`src/rtl/screen_pkg.sv`:
```
// Shared types and constants for the LCD screen fetch engine.
// Bus phases follow the blink clkcnt sequence 10 -> 11 -> 00 -> 01.
package screen_pkg;

    typedef enum logic [1:0] {
        S_OFF  = 2'd0,
        S_ATTR = 2'd1,
        S_PIX  = 2'd2
    } state_t;

    localparam logic [1:0] PH_Z80  = 2'b10;
    localparam logic [1:0] PH_LO   = 2'b00;
    localparam logic [1:0] PH_HI   = 2'b01;
    localparam logic [1:0] PH_IDLE = 2'b11;

    localparam int A_HRS  = 5;
    localparam int A_REV  = 4;
    localparam int A_FLS  = 3;
    localparam int A_GRY  = 2;
    localparam int A_UND  = 1;
    localparam int A_SBA8 = 0;

endpackage

```
`src/rtl/screen_pixpack.sv`:
```
// Applies per-char effects to a font row and packs it into VRAM nibbles.
// Lores rows may leave 2 pixels held for the next char or a line flush.
module screen_pixpack (
    input  logic       clk,
    input  logic       rst_n,
    input  logic       clr,
    input  logic       cap,
    input  logic       hi,
    input  logic       idle,
    input  logic       eol,
    input  logic [7:0] row,
    input  logic       hrs,
    input  logic       rev,
    input  logic       fls,
    input  logic       gry,
    input  logic       und,
    input  logic       ul_line,
    input  logic       flash_ph,
    input  logic       grey_ph,
    output logic       wr,
    output logic       wr_fl,
    output logic [3:0] wr_data
);

    logic [7:0] mask;
    logic [7:0] r;
    logic [1:0] held;
    logic       held_v;
    logic [3:0] pend;
    logic       pend_v;
    logic       fl_pend;

    // Effects run on the full row before packing, so mixed nibbles stay exact.
    always_comb begin
        mask = hrs ? 8'hff : 8'h3f;
        r    = row & mask;
        if (!hrs && und && ul_line)
            r = mask;
        if (fls && flash_ph)
            r = '0;
        if (gry && grey_ph)
            r = '0;
        if (rev)
            r = r ^ mask;
    end

    always_comb begin
        wr      = 1'b0;
        wr_fl   = 1'b0;
        wr_data = '0;
        unique case (1'b1)
            cap: begin
                wr = 1'b1;
                if (hrs)
                    wr_data = r[7:4];
                else if (held_v)
                    wr_data = {held, r[5:4]};
                else
                    wr_data = r[5:2];
            end
            hi && pend_v: begin
                wr      = 1'b1;
                wr_data = pend;
            end
            idle && fl_pend: begin
                wr      = 1'b1;
                wr_fl   = 1'b1;
                wr_data = {held, 2'b00};
            end
            default: ;
        endcase
    end

    always_ff @(posedge clk or negedge rst_n) begin
        if (!rst_n) begin
            held    <= '0;
            held_v  <= 1'b0;
            pend    <= '0;
            pend_v  <= 1'b0;
            fl_pend <= 1'b0;
        end else if (clr) begin
            held    <= '0;
            held_v  <= 1'b0;
            pend    <= '0;
            pend_v  <= 1'b0;
            fl_pend <= 1'b0;
        end else begin
            if (cap) begin
                if (hrs || held_v) begin
                    pend   <= r[3:0];
                    pend_v <= 1'b1;
                end
                if (!hrs) begin
                    held   <= r[1:0];
                    held_v <= !held_v;
                end
            end
            if (hi) begin
                pend_v  <= 1'b0;
                fl_pend <= eol && held_v;
            end
            if (idle && fl_pend) begin
                fl_pend <= 1'b0;
                held_v  <= 1'b0;
            end
        end
    end

endmodule

```
`src/rtl/screen_fetch_gen.sv`:
```
// Z88 LCD fetch engine: walks the screen base file, fetches attributes and
// font rows in the idle clkcnt slots and streams 4-bit nibbles into VRAM.
module screen_fetch_gen
    import screen_pkg::*;
#(
    parameter int COLS         = 108,
    parameter int LINES        = 64,
    parameter int VRAM_AW      = 14,
    parameter int FLASH_FRAMES = 32
) (
    input  logic               mck,
    input  logic               rin_n,
    input  logic               lcdon,
    input  logic [1:0]         clkcnt,
    input  logic [7:0]         cdi,
    input  logic [12:0]        pb0,
    input  logic [9:0]         pb1,
    input  logic [8:0]         pb2,
    input  logic [10:0]        pb3,
    input  logic [10:0]        sbr,
    output logic [21:0]        va,
    output logic [VRAM_AW-1:0] vram_a,
    output logic [3:0]         vram_do,
    output logic               vram_we,
    output logic               frame_start
);

    localparam int NW  = VRAM_AW - 6;
    localparam int FCW = $clog2(2 * FLASH_FRAMES);

    state_t state_q;
    state_t state_d;

    logic [6:0]         scol;
    logic [5:0]         slin;
    logic [NW-1:0]      nib;
    logic [VRAM_AW-1:0] fl_a;
    logic [8:0]         sba;
    logic               hrs;
    logic               rev;
    logic               fls;
    logic               gry;
    logic               und;
    logic [FCW-1:0]     fcnt;

    logic        attr_go;
    logic        attr_lo;
    logic        attr_hi;
    logic        attr_idle;
    logic        pix_va;
    logic        pix_cap;
    logic        pix_hi;
    logic        eol;
    logic        lin_wrap;
    logic        flash_ph;
    logic [21:0] attr_va;
    logic [21:0] font_va;

    logic       wr;
    logic       wr_fl;
    logic [3:0] wr_data;

    always_ff @(posedge mck or negedge rin_n) begin
        if (!rin_n)
            state_q <= S_OFF;
        else
            state_q <= state_d;
    end

    always_comb begin
        state_d = state_q;
        if (!lcdon) begin
            state_d = S_OFF;
        end else begin
            unique case (state_q)
                S_OFF:   if (clkcnt == PH_Z80) state_d = S_ATTR;
                S_ATTR:  if (clkcnt == PH_HI)  state_d = S_PIX;
                S_PIX:   if (clkcnt == PH_HI)  state_d = S_ATTR;
                default: state_d = S_OFF;
            endcase
        end
    end

    // The OFF->ATTR slot already issues the first attribute address.
    always_comb begin
        attr_go   = lcdon && clkcnt == PH_Z80 &&
                    (state_q == S_OFF || state_q == S_ATTR);
        attr_lo   = lcdon && state_q == S_ATTR && clkcnt == PH_LO;
        attr_hi   = lcdon && state_q == S_ATTR && clkcnt == PH_HI;
        attr_idle = lcdon && state_q == S_ATTR && clkcnt == PH_IDLE;
        pix_va    = lcdon && state_q == S_PIX && clkcnt == PH_Z80;
        pix_cap   = lcdon && state_q == S_PIX && clkcnt == PH_LO;
        pix_hi    = lcdon && state_q == S_PIX && clkcnt == PH_HI;
        eol       = scol == 7'(COLS - 1);
        lin_wrap  = slin == 6'(LINES - 1);
        flash_ph  = fcnt >= FCW'(FLASH_FRAMES);
        attr_va   = {sbr, slin[5:3], scol, 1'b0};
        font_va   = '0;
        unique case (1'b1)
            !hrs && sba[8:6] == 3'b111:
                font_va = {pb0, sba[5:0], slin[2:0]};
            !hrs && sba[8:6] != 3'b111:
                font_va = {pb1, sba, slin[2:0]};
            hrs && und && sba[8]:
                font_va = {pb3, sba[7:0], slin[2:0]};
            default:
                font_va = {pb2, und, sba, slin[2:0]};
        endcase
    end

    screen_pixpack u_pixpack (
        .clk      (mck),
        .rst_n    (rin_n),
        .clr      (!lcdon),
        .cap      (pix_cap),
        .hi       (pix_hi),
        .idle     (attr_idle),
        .eol      (eol),
        .row      (cdi),
        .hrs      (hrs),
        .rev      (rev),
        .fls      (fls),
        .gry      (gry),
        .und      (und),
        .ul_line  (slin[2:0] == 3'd7),
        .flash_ph (flash_ph),
        .grey_ph  (fcnt[0]),
        .wr       (wr),
        .wr_fl    (wr_fl),
        .wr_data  (wr_data)
    );

    always_ff @(posedge mck or negedge rin_n) begin
        if (!rin_n) begin
            va          <= '0;
            vram_a      <= '0;
            vram_do     <= '0;
            vram_we     <= 1'b0;
            frame_start <= 1'b0;
            scol        <= '0;
            slin        <= '0;
            nib         <= '0;
            fl_a        <= '0;
            sba         <= '0;
            hrs         <= 1'b0;
            rev         <= 1'b0;
            fls         <= 1'b0;
            gry         <= 1'b0;
            und         <= 1'b0;
            fcnt        <= '0;
        end else if (!lcdon) begin
            scol        <= '0;
            slin        <= '0;
            nib         <= '0;
            vram_a      <= '0;
            vram_we     <= 1'b0;
            frame_start <= 1'b0;
        end else begin
            vram_we     <= wr;
            frame_start <= attr_go && scol == '0 && slin == '0;
            if (wr) begin
                vram_do <= wr_data;
                vram_a  <= wr_fl ? fl_a : {slin, nib};
            end
            if (wr && !wr_fl)
                nib <= nib + 1'b1;
            if (attr_go)
                va <= attr_va;
            if (attr_lo) begin
                sba[7:0] <= cdi;
                va[0]    <= 1'b1;
            end
            if (attr_hi) begin
                hrs    <= cdi[A_HRS];
                rev    <= cdi[A_REV];
                fls    <= cdi[A_FLS];
                gry    <= cdi[A_GRY];
                und    <= cdi[A_UND];
                sba[8] <= cdi[A_SBA8];
            end
            if (pix_va)
                va <= font_va;
            // Flush address is frozen here; the flush lands in the next 11 slot.
            if (pix_hi) begin
                if (eol) begin
                    fl_a <= {slin, nib + NW'(wr)};
                    scol <= '0;
                    nib  <= '0;
                    if (lin_wrap) begin
                        slin <= '0;
                        if (fcnt == FCW'(2 * FLASH_FRAMES - 1))
                            fcnt <= '0;
                        else
                            fcnt <= fcnt + 1'b1;
                    end else begin
                        slin <= slin + 1'b1;
                    end
                end else begin
                    scol <= scol + 1'b1;
                end
            end
        end
    end

endmodule

```
`config.mk`:
```
export PLATFORM = sky130hd
export DESIGN_NAME = screen_fetch_gen
export DESIGN_NICKNAME = d
export VERILOG_FILES = /design/src/rtl/screen_pkg.sv /design/src/rtl/screen_pixpack.sv /design/src/rtl/screen_fetch_gen.sv
export SDC_FILE = /design/constraint.sdc
export NUM_CORES = 1
export LEC_CHECK = 0
export ABC_AREA = 1
export CAP_MARGIN = 0
export CORE_MARGIN = 2
export CORE_UTILIZATION = 25
export CTS_BUF_LIST = sky130_fd_sc_hd__clkbuf_4
export CTS_CLUSTER_SIZE = 24
export DETAILED_ROUTE_END_ITERATION = 16
export PLACE_DENSITY = 0.54
export REMOVE_ABC_BUFFERS = 1
export SYNTH_ARGS = -nofsm -noshare
export SYNTH_HDL_FRONTEND = slang
export SYNTH_SLANG_ARGS = --single-unit
```
`constraint.sdc`:
```
create_clock -name mck -period 2.4 [get_ports mck]
set_clock_uncertainty 0.2 [all_clocks]
set_input_delay 0.72 -clock mck [delete_from_list [all_inputs] [get_ports mck]]
set_output_delay 0.72 -clock mck [all_outputs]
set_load 0.01 [all_outputs]
```
==> results.ini, run 1 <==
[outcome]
outcome = finished, final reports clean

[cells_and_area]
nNetsFinal = 938
instances_no_fill = 1146
utilization_pct = 34.0
fillers = 2302
areaGrowthSynthToFinish_pct = 32.4
final_cell_mix = 189 x nand2_1, 108 x dfrtp_1, 91 x clkdlybuf4s50_1
final_common_cell = nand2_1
drive_above_1_share_pct = 9.71

[floorplan]
die_w_um = 154
core_area_sq_um = 22000
row_count = 54
design.die.area_sq_um = 23800
die_h_um = 154
io_pins = 109
initial_core_util_pct = 25.7

[placed_design]
pre_cts_ws_ns = -0.475
place_hpwl_um = 12200
port_buffers = 108
dp.cells = 1127
gp_congestion = 0.855

[critical_path]
crit_path_end_kind = output port
critical_path_arrival_ns = 1.41
crit_fanout = 2
crit_chain = clkdlybuf4s50_1
critPathMaxStageDelay_ns = 0.58
start_kind = flop
crit_path_top_delay_cell = clkdlybuf4s50_1
r2r_slack_ns = 0.37
critical_path.top_delay_family = buffers and inverters
worstPathRequired_ns = 1.48
critPathBufInv = 1
crit_type = flop to output port

[sta]
worstMarginPinSlew_ns = 0.425
fmax_mhz = 429
setup_viol = 0
slew_violations = 0
fin_crit_sh_pct = 97.1
fin_ws_ns = 0.0685
rsz0062_at_grt = yes
max_slew_margin_pct = 71.7
finalCriticalPeriod_ns = 2.33
hold_violations = 0
setup-tns-final_ns = 0

[pwr]
p_per_area_nw_per_um2 = 500
p_leak_nw = 3.68
peakVddDrop_mv = 0.188
report.power.total_w = 0.00374

[drt]
routedWlPerCell_um = 13.9
route.layer.met1.wl_um = 7810
via_per_inst = 4.48
route.vias.total = 5133
drc = 0
drt_iter0_drc = 306
top_layer_used = met4
ant_nets = 0
totalWireLength_um = 15900
wl_met2_um = 7190
route.met3.wl_um = 539
dr.pass1.iters = 4

[logic_synthesis]
synthCells = 722
synth_top_area_share_pct = 47.9
avgSynthCellArea_sq_um = 7.81
synthTopCellsByArea = dfrtp_1 48%, nand2_1 13%, o21ai_0 7.5%, nand3_1 5.1%, inv_1 4.7%
yosysWarnings = 0
ys_ff_latch = 108
synth_cell_types = 36
yosysTopAreaCell = dfrtp_1
yosysSeqAreaShare_pct = 47.9
syn_area_sq_um = 5640

[cts]
clockBufferDepth = 2
htree_levels = 3
cts.sinks = 108
cts_tree = done
clkLatencyLatePin_ns = 0.48
clk_pin_slew_ns = 0.16
cts_made_buffers = 9
cts-root-buf = clkbuf_4

[grt]
grt_pass1_wl_um = 26400
antenna_found_initial = 1
grt_max_degree = 46
grt_pass1_vias = 5091
grt_usage_pct = 13.9
grt_overflow = 0

[job]
cap_violations = 0

[hold_path]
hold_path.class = flop to flop

==> registers in the layout (all words and copies together), names as in the netlist, 2 cells and up <==
signal and count:
vram_a 14, va 22, slin 6, scol 7, fl_a 14, u_pixpack.held 2
u_pixpack.pend 4, state_q 2, vram_do 4, nib 8, sba 9, fcnt 6
==> timing repair <==
action / 4_1_cts / 5_1_grt
buffers inserted: 0 / 2
gates resized for setup: 4 / 12
hold endpoints to repair: 19 / 0
hold buffers: 1 / 0
setup endpoints to repair: 4 / 15
==> area by class of cell <==
type	count	area (sq um)	share of cell area [%]
Timing Repair Buffer	156	1520	20.3
Antenna cell	1	2.50	0.0335
Tap cell	280	350	4.69
Inverter	77	289	3.87
Clock buffer	11	82.6	1.11
Multi-Input combinational cell	509	2510	33.6
Clock inverter	4	17.5	0.235
Sequential cell	108	2700	36.2
==> metal layers <==
layer  vias to the layer above  global-route usage (%)
li1                       2636                       -
met5                         -                       0
met2                        75                    21.6
met3                        22                    2.30
met4                         0                    5.96
met1                      2400                    19.2
==> path summary, 6_finish.rpt <==
kind / cells past startpoint / to / startpoint
max in group asynchronous: 3 / nib[3] / rin_n
max reg2reg: 12 / fl_a[6] / state_q[0]
max: 1 / va[14] / va[14]
min reg2reg: 2 / fl_a[1] / fl_a[1]
min in group asynchronous: 2 / und / rin_n
min: 2 / fl_a[1] / fl_a[1]
==> Yosys cell counts, drive strengths merged <==
library cell and count:
nand4 13, a21oi 25, and2 1, o211ai 2
a211oi 5, o311ai 1, dfrtp 108, nand2 196
buf 19, xnor2 3, nand3b 2, a31oi 1
ha 10, clkbuf 9, o21a 1, o31ai 4
o21ai 101, nor2 61, o22ai 6, nor3 3
nand3 60, nor4 1, xor2 13, inv 77
==> through the flow <==
stage	hold WS [ns]	instance area, sq um
2_1_floorplan	0.224	5500
6_report	0.299	7470
3_5_place_dp	0.261	7310
5_1_grt	0.329	7470
4_1_cts	0.301	7420
3_3_place_gp	0.257	7310
==> cell families (layout without fill, tap and decap cells) <==
family	after synthesis	count (layout)	share of synthesized area, %
xor gates and xnor gates	16	16	2.48
adders and majority gates	10	10	2.22
buffers and inverters	105	248	7.67
AOI/OAI and AO/OA	146	146	13.7
and+or+nand+nor	337	337	26.0
other	0	1	0
DFF	108	108	47.9
==> report_power, final <==
group | internal [W] | total [W] | leakage, nW | switching, W
Clock | 0.000223 | 0.000817 | 0.0616 | 0.000594
Combinational | 0.000389 | 0.000851 | 2.18 | 0.000462
Sequential | 0.00195 | 0.00207 | 1.44 | 0.000116
Total | 0.00256 | 0.00374 | 3.68 | 0.00117
Power figures use the tool's default switching activity.
==> inputs of run 2 (changes only) <==
Settings changed: CORE_ASPECT_RATIO from default to 1.4.
==> results.ini, run 2 (synthesized netlist as in run 1, its figures left out) <==
[outcome]
outcome = finished, final reports clean

[drt]
totalWireLength_um = 16600
ant_nets = 0
route.vias.total = 5183
drc = 0
drt_iter0_drc = 263
dr.pass1.iters = 5
routedWlPerCell_um = 14.2
via_per_inst = 4.41

[critical_path]
critPathBufInv = 1
critical_path_arrival_ns = 1.42
start_kind = flop
worstPathRequired_ns = 1.48
crit_type = flop to output port
crit_chain = clkdlybuf4s50_1
critPathMaxStageDelay_ns = 0.54
crit_fanout = 2
critical_path.top_delay_family = buffers and inverters
crit_path_top_delay_cell = clkdlybuf4s50_1
crit_path_end_kind = output port

[cells_and_area]
utilization_pct = 34.5
largest-register = va
regArea_sq_um = 2700
fillers = 2378
final_cell_mix = 189 x nand2_1, 108 x dfrtp_1, 84 x o21ai_0
reg_top3 = va (22), fl_a (14), vram_a (14)
stdcell_area_sq_um = 7700
areaGrowthSynthToFinish_pct = 36.6
drive_above_1_share_pct = 10.9
final_common_cell = nand2_1
multi_input_comb_area_sq_um = 2520
nNetsFinal = 945
largest_reg_flops = 22

[floorplan]
io_pins = 109
row_count = 65
design.die.area_sq_um = 23800
core_area_sq_um = 22400
die_h_um = 182
initial_core_util_pct = 25.2
die_w_um = 131

[sta]
setup_viol = 0
hold_violations = 0
rsz0062_at_grt = no
fin_crit_sh_pct = 97.4
slew_violations = 0
finalCriticalPeriod_ns = 2.34
worstMarginPinSlew_ns = 0.428
max_slew_margin_pct = 71.5
fmax_mhz = 428

[cts]
clk_pin_slew_ns = 0.17
cts_made_buffers = 9
cts_tree = done
cts-root-buf = clkbuf_4
htree_levels = 3
clockBufferDepth = 2
clkLatencyLatePin_ns = 0.49
cts.sinks = 108

[pwr]
peakVddDrop_mv = 0.193
p_per_area_nw_per_um2 = 533
p_leak_nw = 3.97

[grt]
grt_max_degree = 36
grt_usage_pct = 14.1
grt_overflow = 0
grt_pass1_vias = 5139
antenna_found_initial = 1
grt_pass1_wl_um = 26300

[job]
cap_violations = 0

[placed_design]
port_buffers = 108
gp_congestion = 0.826
place_area_sq_um = 7400
place_hpwl_um = 12600

[hold_path]
hold_path.class = flop to flop

-- run 2: path summary, 6_finish.rpt --
kind                            startpoint           endpoint  cells after the start  slack, ns
worst min register to register       va[1]              va[1]                      2       0.30
worst max register to register     slin[1]  u_pixpack.pend[1]                      8       0.35
worst min-delay path                 va[1]              va[1]                      2       0.30
min in group asynchronous            rin_n            fl_a[3]                      2       0.40
worst max-delay path             vram_a[6]          vram_a[6]                      1       0.06
max in group asynchronous            rin_n  u_pixpack.pend[0]                      3       1.08
-- run 2: repair_timing --
item	CTS	global route
hold buffers	1	0
setup buffers	0	4
setup endpoints to repair	2	32
resized for setup	2	31
hold endpoints to repair	8	0
-- run 2: cell type report --
cell class / instances / share of cell area [%]
antenna: 1 / 0.0325
clock buffer: 9 / 0.877
clock inverter: 6 / 1.45
inverter: 77 / 3.75
multi-input combinational: 509 / 32.8
sequential: 108 / 35.1
tap: 301 / 4.89
timing repair buffer: 163 / 21.2
-- run 2: stage by stage --
step                total power [W]  cells  setup slack [ns]  hold WS, ns  setup TNS, ns
finish                      0.00410   1174            0.0630        0.298              0
global route                0.00435   1174          0.000197        0.337              0
CTS                         0.00417   1169           0.00397        0.306              0
detailed placement          0.00299   1153            -0.519        0.267         -18.07
global placement            0.00299   1153            -0.473        0.263         -16.95
floorplan                   0.00249    694            -0.264        0.224          -1.18
-- run 2: power by group --
part           internal, W  switching (W)
Sequential         0.00195       0.000102
Combinational     0.000402       0.000491
Clock             0.000526       0.000630
Total              0.00288        0.00122
-- run 2: metal layers --
layer	up-vias	routed length [um]	global-route usage [%]	part of all wire, %
li1	2643	-	-	-
met1	2405	7270	17.0	44
met2	124	8260	25.4	50
met3	11	920	2.59	5.5
met4	0	164	3.57	0.99
met5	-	0	0	0
==> inputs of run 3 (changes only) <==
Settings changed: REMOVE_ABC_BUFFERS 1 to default.
Clock period 2.4 ns to 2.6 ns, I/O delays scaled along.
==> results.ini, run 3 (synthesized netlist as in run 1, its figures left out) <==
[outcome]
outcome = finished, final reports clean

[grt]
grt_pass1_vias = 5268
grt_usage_pct = 14.4
grt_max_degree = 36
grt_overflow = 0
antenna_found_initial = 2
grt_pass1_wl_um = 26900

[drt]
route.vias.total = 5160
ant_nets = 0
dr.pass1.iters = 7
drt_iter0_drc = 200
via_per_inst = 4.41
totalWireLength_um = 16900
drc = 0
routedWlPerCell_um = 14.5

[sta]
fin_ws_ns = 0.150
setup_viol = 0
fmax_mhz = 408
worstMarginPinSlew_ns = 0.475
setup-tns-final_ns = 0
slew_violations = 0
rsz0062_at_grt = no
finalCriticalPeriod_ns = 2.45
fin_crit_sh_pct = 94.2
max_slew_margin_pct = 68.3
hold_violations = 0

[floorplan]
design.die.area_sq_um = 23800
io_pins = 109
initial_core_util_pct = 25.2
die_w_um = 131
row_count = 65
core_area_sq_um = 22400
die_h_um = 182

[placed_design]
gp_congestion = 0.822
dp.cells = 1151
port_buffers = 108
pre_cts_ws_ns = -0.285
place_hpwl_um = 12900
place_area_sq_um = 7350

[cells_and_area]
reg_top3 = va (22), fl_a (14), vram_a (14)
stdcell_area_sq_um = 7510
areaGrowthSynthToFinish_pct = 33.1
drive_above_1_share_pct = 10.0
largest_reg_flops = 22
final_common_cell = nand2_1
largest-register = va
final_cell_mix = 189 x nand2_1, 108 x dfrtp_1, 107 x clkdlybuf4s50_1
nNetsFinal = 939
instances_no_fill = 1170

[critical_path]
crit_fanout = 2
r2r_slack_ns = 0.53
critPathMaxStageDelay_ns = 0.56
crit_path_top_delay_cell = clkdlybuf4s50_1
worstPathRequired_ns = 1.62
critical_path_arrival_ns = 1.47
critical_path.top_delay_family = buffers and inverters
critPathBufInv = 1
start_kind = flop
r2r-end = u_pixpack.held[1]
crit_type = flop to output port
r2r_cells = 7
crit_path_end_kind = output port
regToRegStartpoint = slin[1]
crit_chain = clkdlybuf4s50_1

[cts]
htree_levels = 3
cts.sinks = 108
cts_tree = done
cts-root-buf = clkbuf_4
clockBufferDepth = 2
post_cts_resized = 0
cts_made_buffers = 9
clk_pin_slew_ns = 0.19
clkLatencyLatePin_ns = 0.50

[hold_path]
hold-path-cell-count = 2
hold_end = fl_a[11]
hold_path.class = flop to flop
hold_path.startpoint = fl_a[11]

[pwr]
p_leak_nw = 3.47
p_per_area_nw_per_um2 = 480
peakVddDrop_mv = 0.242

[job]
cap_violations = 0

[logic_synthesis]
synth_nets = 799

## run 3: power breakdown
| part | internal (W) | switching (W) |
|---|---|---|
| combinational | 0.000366 | 0.000426 |
| sequential | 0.00180 | 0.000113 |
| clock | 0.000300 | 0.000594 |
## run 3: worst max path at each step
| stage | cells past startpoint | end | slack [ns] | from |
|---|---|---|---|---|
| 3_3_place_gp | 13 | fl_a[4] | -0.25 | clkcnt[1] |
| 4_1_cts | 1 | vram_a[1] | 0.10 | vram_a[1] |
| 2_1_floorplan | 13 | fl_a[6] | 0.01 | lcdon |
| 6_report | 1 | vram_a[13] | 0.15 | vram_a[13] |
| 3_5_place_dp | 12 | fl_a[6] | -0.29 | lcdon |
| 5_1_grt | 13 | fl_a[7] | 0.01 | lcdon |
## run 3: timing repair
item,CTS,global route
buffers inserted,0,0
hold endpoints to repair,11,0
hold buffers,1,0
## run 3: metal layers
metal	wire length [um]	share of wire, %	vias up	track usage (%)
met5	0	0	-	0
met2	8320	49	121	25.1
met3	1050	6.2	17	2.92
li1	-	-	2633	-
met1	7220	43	2389	17.5
met4	341	2.0	0	5.11
## run 3: per-stage QoR
stage          total power (W)  utilization [%]  hold slack (ns)
5_1_grt                0.00383             33.6            0.318
3_5_place_dp           0.00275             32.9            0.270
2_1_floorplan          0.00233                -            0.244
4_1_cts                0.00366             33.5            0.307
3_3_place_gp           0.00275             32.9            0.265
6_report               0.00360             33.6            0.306
## run 3: cell type report
| class | instances | area, sq um |
|---|---|---|
| fill | 2415 | 14900 |
| sequential | 108 | 2700 |
| tap | 301 | 377 |
| clock buffer | 9 | 67.6 |
| clock inverter | 7 | 75.1 |
| timing repair buffer | 157 | 1490 |
| antenna | 2 | 5.00 |
| inverter | 77 | 289 |
| multi-input combinational | 509 | 2510 |
